==> config.mk <==
export PLATFORM = sky130hd
export DESIGN_NAME = loop_replay_unit_flat
export DESIGN_NICKNAME = d
export VERILOG_FILES = /design/src/rtl/loop_buffer_pkg.sv /design/src/rtl/loop_replay_unit_if.sv /design/src/rtl/loop_buffer_mem.sv /design/src/rtl/loop_replay_unit.sv /design/src/flat_wrapper.sv
export SDC_FILE = /design/constraint.sdc
export NUM_CORES = 2
export LEC_CHECK = 0
export CAP_MARGIN = 40
export CELL_PAD_IN_SITES_DETAIL_PLACEMENT = 1
export CELL_PAD_IN_SITES_GLOBAL_PLACEMENT = 1
export CORE_MARGIN = 2
export CORE_UTILIZATION = 50
export CTS_CLUSTER_DIAMETER = 40
export DETAILED_ROUTE_END_ITERATION = 10
export HOLD_SLACK_MARGIN = 0.08
export PLACE_DENSITY_LB_ADDON = 0.12
export SLEW_MARGIN = 20
export SYNTH_ARGS = -nofsm -noshare
export SYNTH_HDL_FRONTEND = slang
export SYNTH_SLANG_ARGS = --single-unit
==> constraint.sdc <==
create_clock -name clk -period 6.7 [get_ports clk]
set_input_delay 1.34 -clock clk [delete_from_list [all_inputs] [get_ports clk]]
set_output_delay 1.34 -clock clk [all_outputs]
set_load 0.005 [all_outputs]
==> src/rtl/loop_buffer_pkg.sv <==
// Shared loop-buffer definitions.
// Used by the capture FSM and the replay unit.
package loop_buffer_pkg;

  typedef enum logic [1:0] {
    ST_IDLE,
    ST_PRIME,
    ST_REPLAY,
    ST_EXIT
  } lb_state_e;

  localparam int INSTR_W = 32;
  localparam int PC_STEP = 4;

  function automatic logic [31:0] pc_at(
    input logic [31:0] base,
    input logic [31:0] idx
  );
    return base + idx * 32'(PC_STEP);
  endfunction

endpackage

==> src/rtl/loop_replay_unit_if.sv <==
// Capture/replay bundle between capture FSM,
// decode and the loop replay unit.
interface loop_replay_unit_if;

  logic        cap_wr_en;
  logic [31:0] cap_instr;
  logic        cap_commit;
  logic        cap_abort;
  logic [31:0] cap_start_pc;
  logic        stall;
  logic        mispredict;
  logic        block_signal;
  logic        out_valid;
  logic [31:0] out_instruction;
  logic [31:0] out_pc;
  logic        flush;
  logic [31:0] new_pc;
  logic        cap_overflow;

  modport master (
    output cap_wr_en, cap_instr, cap_commit,
    output cap_abort, cap_start_pc,
    output stall, mispredict,
    input  block_signal, out_valid,
    input  out_instruction, out_pc,
    input  flush, new_pc, cap_overflow
  );

  modport slave (
    input  cap_wr_en, cap_instr, cap_commit,
    input  cap_abort, cap_start_pc,
    input  stall, mispredict,
    output block_signal, out_valid,
    output out_instruction, out_pc,
    output flush, new_pc, cap_overflow
  );

endinterface

==> src/rtl/loop_buffer_mem.sv <==
// Loop buffer storage: one write port,
// one registered read port.
module loop_buffer_mem
  import loop_buffer_pkg::*;
#(
  parameter int DEPTH  = 32,
  parameter int ADDR_W = 5
) (
  input  logic               clk_i,
  input  logic               rst_i,
  input  logic               we_i,
  input  logic [ADDR_W-1:0]  waddr_i,
  input  logic [INSTR_W-1:0] wdata_i,
  input  logic               re_i,
  input  logic [ADDR_W-1:0]  raddr_i,
  output logic [INSTR_W-1:0] rdata_o
);

  logic [INSTR_W-1:0] mem_q [DEPTH];
  logic [INSTR_W-1:0] rdata_q;

  always_ff @(posedge clk_i) begin
    if (we_i) mem_q[waddr_i] <= wdata_i;
  end

  always_ff @(posedge clk_i or posedge rst_i) begin
    if (rst_i)     rdata_q <= '0;
    else if (re_i) rdata_q <= mem_q[raddr_i];
  end

  assign rdata_o = rdata_q;

endmodule

==> src/rtl/loop_replay_unit.sv <==
// Replays a captured short loop to decode with PC
// tags; flushes and redirects on loop exit.
module loop_replay_unit
  import loop_buffer_pkg::*;
#(
  parameter int DEPTH  = 32,
  parameter int ADDR_W = 5
) (
  input  logic         clk,
  input  logic         reset,
  loop_replay_unit_if.slave bus
);

  lb_state_e         state_q;
  logic [ADDR_W:0]   wr_ptr_q;
  logic [ADDR_W:0]   len_q;
  logic [ADDR_W-1:0] rd_ptr_q;
  logic [31:0]       start_pc_q;
  logic [31:0]       out_pc_q;
  logic [31:0]       new_pc_q;
  logic              block_q;
  logic              valid_q;
  logic              flush_q;
  logic              ovf_q;

  logic              idle;
  logic              kill;
  logic              full;
  logic              wr_fire;
  logic              ovf_fire;
  logic              commit_ok;
  logic [ADDR_W:0]   commit_len;
  logic              rd_last;
  logic [ADDR_W-1:0] rd_nxt_d;
  logic              rd_en;
  logic [ADDR_W-1:0] rd_addr;
  logic [31:0]       rd_data;

  assign idle = state_q == ST_IDLE;
  assign kill = bus.cap_abort | bus.mispredict;
  assign full = wr_ptr_q == (ADDR_W+1)'(DEPTH);

  assign wr_fire  = idle & bus.cap_wr_en & ~kill & ~full;
  assign ovf_fire = idle & bus.cap_wr_en & ~kill & full;

  // A write landing with the commit is part of the loop.
  assign commit_len = wr_ptr_q + (ADDR_W+1)'(wr_fire);
  assign commit_ok  = idle & bus.cap_commit & ~kill
                    & ~ovf_fire & (commit_len != '0);

  assign rd_last  = {1'b0, rd_ptr_q} == len_q - 1'b1;
  assign rd_nxt_d = rd_last ? '0 : rd_ptr_q + 1'b1;

  always_comb begin
    rd_en   = 1'b0;
    rd_addr = '0;
    if (state_q == ST_PRIME && !bus.mispredict) begin
      rd_en = 1'b1;
    end else if (state_q == ST_REPLAY && !bus.mispredict
                 && !bus.stall) begin
      rd_en   = 1'b1;
      rd_addr = rd_nxt_d;
    end
  end

  loop_buffer_mem #(
    .DEPTH (DEPTH),
    .ADDR_W(ADDR_W)
  ) u_mem (
    .clk_i  (clk),
    .rst_i  (reset),
    .we_i   (wr_fire),
    .waddr_i(wr_ptr_q[ADDR_W-1:0]),
    .wdata_i(bus.cap_instr),
    .re_i   (rd_en),
    .raddr_i(rd_addr),
    .rdata_o(rd_data)
  );

  always_ff @(posedge clk or posedge reset) begin
    if (reset) begin
      state_q    <= ST_IDLE;
      wr_ptr_q   <= '0;
      rd_ptr_q   <= '0;
      len_q      <= '0;
      start_pc_q <= '0;
      out_pc_q   <= '0;
      new_pc_q   <= '0;
      block_q    <= 1'b0;
      valid_q    <= 1'b0;
      flush_q    <= 1'b0;
      ovf_q      <= 1'b0;
    end else begin
      ovf_q    <= ovf_fire;
      flush_q  <= 1'b0;
      new_pc_q <= '0;
      unique case (state_q)
        ST_IDLE: begin
          if (kill || ovf_fire) begin
            wr_ptr_q <= '0;
          end else begin
            if (wr_fire) wr_ptr_q <= wr_ptr_q + 1'b1;
            if (commit_ok) begin
              len_q      <= commit_len;
              start_pc_q <= bus.cap_start_pc;
              block_q    <= 1'b1;
              state_q    <= ST_PRIME;
            end
          end
        end
        ST_PRIME, ST_REPLAY: begin
          if (bus.mispredict) begin
            state_q  <= ST_EXIT;
            block_q  <= 1'b0;
            valid_q  <= 1'b0;
            flush_q  <= 1'b1;
            new_pc_q <= pc_at(start_pc_q, 32'(len_q));
          end else if (state_q == ST_PRIME) begin
            state_q  <= ST_REPLAY;
            rd_ptr_q <= '0;
            valid_q  <= 1'b1;
            out_pc_q <= start_pc_q;
          end else if (!bus.stall) begin
            rd_ptr_q <= rd_nxt_d;
            out_pc_q <= pc_at(start_pc_q, 32'(rd_nxt_d));
          end
        end
        ST_EXIT: begin
          wr_ptr_q <= '0;
          rd_ptr_q <= '0;
          state_q  <= ST_IDLE;
        end
        default: state_q <= ST_IDLE;
      endcase
    end
  end

  assign bus.block_signal    = block_q;
  assign bus.out_valid       = valid_q;
  assign bus.out_instruction = rd_data;
  assign bus.out_pc          = out_pc_q;
  assign bus.flush           = flush_q;
  assign bus.new_pc          = new_pc_q;
  assign bus.cap_overflow    = ovf_q;

endmodule
==> src/flat_wrapper.sv <==
// flat-port wrapper written by rule: the top's interface ports become plain ports
module loop_replay_unit_flat import loop_buffer_pkg::*;
#(
  parameter int DEPTH  = 32,
  parameter int ADDR_W = 5
)
  (clk, reset, bus_cap_wr_en, bus_cap_instr, bus_cap_commit, bus_cap_abort, bus_cap_start_pc, bus_stall, bus_mispredict, bus_block_signal, bus_out_valid, bus_out_instruction, bus_out_pc, bus_flush, bus_new_pc, bus_cap_overflow);
  loop_replay_unit_if bus_i ();
  input  logic clk;
  input  logic reset;
  input wire logic [$bits(bus_i.cap_wr_en)-1:0] bus_cap_wr_en;
  input wire logic [$bits(bus_i.cap_instr)-1:0] bus_cap_instr;
  input wire logic [$bits(bus_i.cap_commit)-1:0] bus_cap_commit;
  input wire logic [$bits(bus_i.cap_abort)-1:0] bus_cap_abort;
  input wire logic [$bits(bus_i.cap_start_pc)-1:0] bus_cap_start_pc;
  input wire logic [$bits(bus_i.stall)-1:0] bus_stall;
  input wire logic [$bits(bus_i.mispredict)-1:0] bus_mispredict;
  output wire logic [$bits(bus_i.block_signal)-1:0] bus_block_signal;
  output wire logic [$bits(bus_i.out_valid)-1:0] bus_out_valid;
  output wire logic [$bits(bus_i.out_instruction)-1:0] bus_out_instruction;
  output wire logic [$bits(bus_i.out_pc)-1:0] bus_out_pc;
  output wire logic [$bits(bus_i.flush)-1:0] bus_flush;
  output wire logic [$bits(bus_i.new_pc)-1:0] bus_new_pc;
  output wire logic [$bits(bus_i.cap_overflow)-1:0] bus_cap_overflow;
  assign bus_i.cap_wr_en = bus_cap_wr_en;
  assign bus_i.cap_instr = bus_cap_instr;
  assign bus_i.cap_commit = bus_cap_commit;
  assign bus_i.cap_abort = bus_cap_abort;
  assign bus_i.cap_start_pc = bus_cap_start_pc;
  assign bus_i.stall = bus_stall;
  assign bus_i.mispredict = bus_mispredict;
  assign bus_block_signal = bus_i.block_signal;
  assign bus_out_valid = bus_i.out_valid;
  assign bus_out_instruction = bus_i.out_instruction;
  assign bus_out_pc = bus_i.out_pc;
  assign bus_flush = bus_i.flush;
  assign bus_new_pc = bus_i.new_pc;
  assign bus_cap_overflow = bus_i.cap_overflow;
  loop_replay_unit #(.DEPTH(DEPTH), .ADDR_W(ADDR_W)) u_core (.clk(clk), .reset(reset), .bus(bus_i));
endmodule
==> flow_metrics.env <==
export IMPL_dieArea_um2=96190
export IMPL_gr_total_overflow=0
export IMPL_grt_pass1_wl_mm=222.7
export IMPL_core_area_um2=93050
export IMPL_mostFrequentLayoutCell="edfxtp_1"
export IMPL_antenna_found_initial=3
export IMPL_clockRootBuffer="clkbuf_16"
export IMPL_htree_levels=4
export IMPL_period_share=0.7182
export IMPL_yosysSeqAreaShare=0.7368
export IMPL_yosys_most_used_dff="edfxtp_1"
export IMPL_ys_warn_count=0
export IMPL_fin_ws_ns=1.888
export IMPL_synth_edf_count=1024
export IMPL_finalMaxSlewViolations=0
export IMPL_wl_mm=154.7
export IMPL_cts_num_sinks=1175
export IMPL_dp_cells=4403
export IMPL_syn_num_nets=3147
export IMPL_fin_cells=4708
export IMPL_gp_congestion=0.8238
export IMPL_worst_setup_path_end_kind="flop"
export IMPL_clock_path_buffers=3
export IMPL_rsz0062_at_grt="false"
export IMPL_vias=30460
export IMPL_fp_dieW_um=310.1
export IMPL_cp_arrival_ns=5.41
export IMPL_die_height_um=310.1
export IMPL_drc_errors=0
export IMPL_status="completed"
export IMPL_synth_cells=3051
export IMPL_cp_start_kind="flop"
export IMPL_cp_required_ns=7.30
export IMPL_grt_pass1_vias=31850
export IMPL_hp_class="reg2reg"
export IMPL_post_cts_buffers=0
export IMPL_cts_buffers=158
export IMPL_hold_buffers=0
export IMPL_async_reset_ff_frac=0.1285
export IMPL_power_density_nw_per_um2=381.4
export IMPL_rows=112
export IMPL_crit_type="reg2reg"
export IMPL_hpwl_mm=90.95
export IMPL_insertion_delay_ns=0.77
export IMPL_tightest_slew_ns=1.136
export IMPL_syn_avg_cell_area_um2=15.36
export IMPL_num_fill_cells=8406
export IMPL_io_pins=171
export IMPL_fin_tns_setup_ns=0
export IMPL_wl_per_cell_um=32.87
export IMPL_drt_first_iter_violations=3632
export IMPL_diodes=0
export IMPL_area_growth_pct=21.02
export IMPL_cap_violations=0
export IMPL_synth_top_cell_area_share=0.6562
export IMPL_cts_tree="done"
export IMPL_cts_resized=0
export IMPL_period_needed_ns=4.812
export IMPL_final_cell_mix="edfxtp_1 (1024), a21oi_1 (207), nand2_1 (200)"
export IMPL_setup_viol=0
export IMPL_irDropWorstVdd_mv=0.2617
export IMPL_layout_drive_gt1_share=0.1633
export IMPL_yosys_area_top_type="edfxtp_1"
export IMPL_cts_reportedPaths_clkPinSlew_ns=0.05
export IMPL_hold_worst_slack_ns=0.4818
export IMPL_syn_cell_area_um2=46860
export IMPL_via_per_inst=6.469
export IMPL_synth_cell_types=70
export IMPL_start_util=0.5036
export IMPL_grt_max_degree=152
export IMPL_maxSlewHeadroom=0.2427
export IMPL_synthTopCellsByArea="edfxtp_1 (66%), dfrtp_1 (8.1%), mux2i_1 (3.9%), a21oi_1 (2.2%), mux2_2 (1.9%)"
export IMPL_fin_skew_ns=0.04264
export IMPL_synth_seq_cells=1175
export IMPL_grt_use_total=0.3233
export IMPL_hold_viol=0
export IMPL_finalNetCount=3417
export IMPL_drt_first_pass_iters=6
export IMPL_max_freq_ghz=0.2078
export IMPL_port_buffers=170
export IMPL_crit_fanout=42
export IMPL_leakage_uw=0.01900
export IMPL_pre_cts_ws_ns=1.445
export IMPL_ant_nets=0
[where the power goes]
part	switching (uW)	total, uW	internal [uW]
sequential	405	8680	8270
combinational	2720	4430	1720
clock	3330	8520	5200
total	6450	21600	15200
[cell families (layout without fill, tap and decap cells)]
kind of cell    count (synthesis)  in the layout  share of synthesized area
buf+inv                       230            633                    0.01997
compound gates                810            810                     0.1162
fa+ha+maj                      25             25                   0.006996
xor+xnor                       68             68                    0.01271
simple gates                  468            468                    0.04325
mux                           275            275                    0.06408
flops                        1175           1175                     0.7368
[through the flow]
step / area (um^2) / utilization / total power [uW]
final: 56710 / 0.6095 / 21630
after CTS: 56520 / 0.6074 / 21640
after floorplan: 46860 / - / 11110
after global routing: 56710 / 0.6095 / 22300
after global placement: 50430 / 0.5420 / 12900
after detailed placement: 51120 / 0.5494 / 13110
[worst max-delay path, cell delays in order, from the launching register on]
cell and delay, ns:
dfrtp_4 0.72, ha_4 0.83, inv_1 0.49, a21oi_4 0.32
inv_2 0.08, fa_1 0.37, nor2b_1 0.17, o21a_1 0.14
o21ai_0 0.13, a211oi_1 0.31, buf_2 0.25, nand4_1 0.28
nor3_1 0.31, xnor2_1 0.15, o21ai_0 0.09
[registers in the layout, summed over array words and instances (netlist names)]
name / count
u_core.bus.flush: 1
u_core.state_q: 2
u_core.bus.out_valid: 1
u_core.u_mem.mem_q: 1024
u_core.u_mem.rdata_o: 32
u_core.wr_ptr_q: 6
u_core.len_q: 6
u_core.bus.out_pc: 32
u_core.bus.new_pc: 32
u_core.rd_ptr_q: 5
u_core.bus.block_signal: 1
u_core.start_pc_q: 32
u_core.bus.cap_overflow: 1
[layout make-up]
class | instances | area (um^2) | area share
Tap cell | 1254 | 1569 | 0.02767
Clock inverter | 107 | 1155 | 0.02036
Clock buffer | 186 | 4245 | 0.07486
Sequential cell | 1175 | 34530 | 0.6089
Multi-Input combinational cell | 1646 | 11790 | 0.2079
Inverter | 26 | 102.6 | 0.001809
Timing Repair Buffer | 314 | 3319 | 0.05853
[path summary, 6_finish.rpt]
check	start	endpoint	slack [ns]	cells past startpoint
setup / recovery	u_core.rd_ptr_q[0]	u_core.bus.out_pc[24]	1.89	14
hold / removal	u_core.bus.out_pc[11]	u_core.bus.out_pc[11]	0.48	2
setup reg to reg	u_core.rd_ptr_q[0]	u_core.bus.out_pc[24]	1.89	14
hold reg to reg	u_core.bus.out_pc[11]	u_core.bus.out_pc[11]	0.48	2
max in group asynchronous	reset	u_core.start_pc_q[14]	4.62	3
min in group asynchronous	reset	u_core.bus.cap_overflow	1.17	3
[layer usage]
metal / global-route usage / vias up / routed length [um] / share of wire
li1: - / 12570 / - / -
met5: 0 / - / 20 / 0.00013
met2: 0.5313 / 1649 / 75760 / 0.49
met1: 0.4308 / 15930 / 60380 / 0.39
met4: 0.1258 / 2 / 5510 / 0.036
met3: 0.05714 / 312 / 13070 / 0.084
[cell usage after synthesis (10+ instances only)]
cell       instances
edfxtp_1        1024
a21oi_1          207
nand2_1          202
mux2i_1          183
o21ai_0          158
dfrtp_1          151
nor2_1           135
clkbuf_1         126
mux2_2            80
a22oi_1           49
o211ai_1          49
o221ai_1          49
xnor2_1           48
buf_2             46
a31oi_1           45
a211oi_1          44
nand3_1           42
buf_1             30
a311oi_1          27
a221oi_1          26
a22o_1            26
inv_1             26
ha_1              23
nor3_1            23
xor2_1            20
a211o_1           19
a221o_1           19
o2bb2ai_1         16
or3_1             13
mux4_2            12
a32oi_1           10
o22ai_1           10
(Power assumes the default switching activity.)
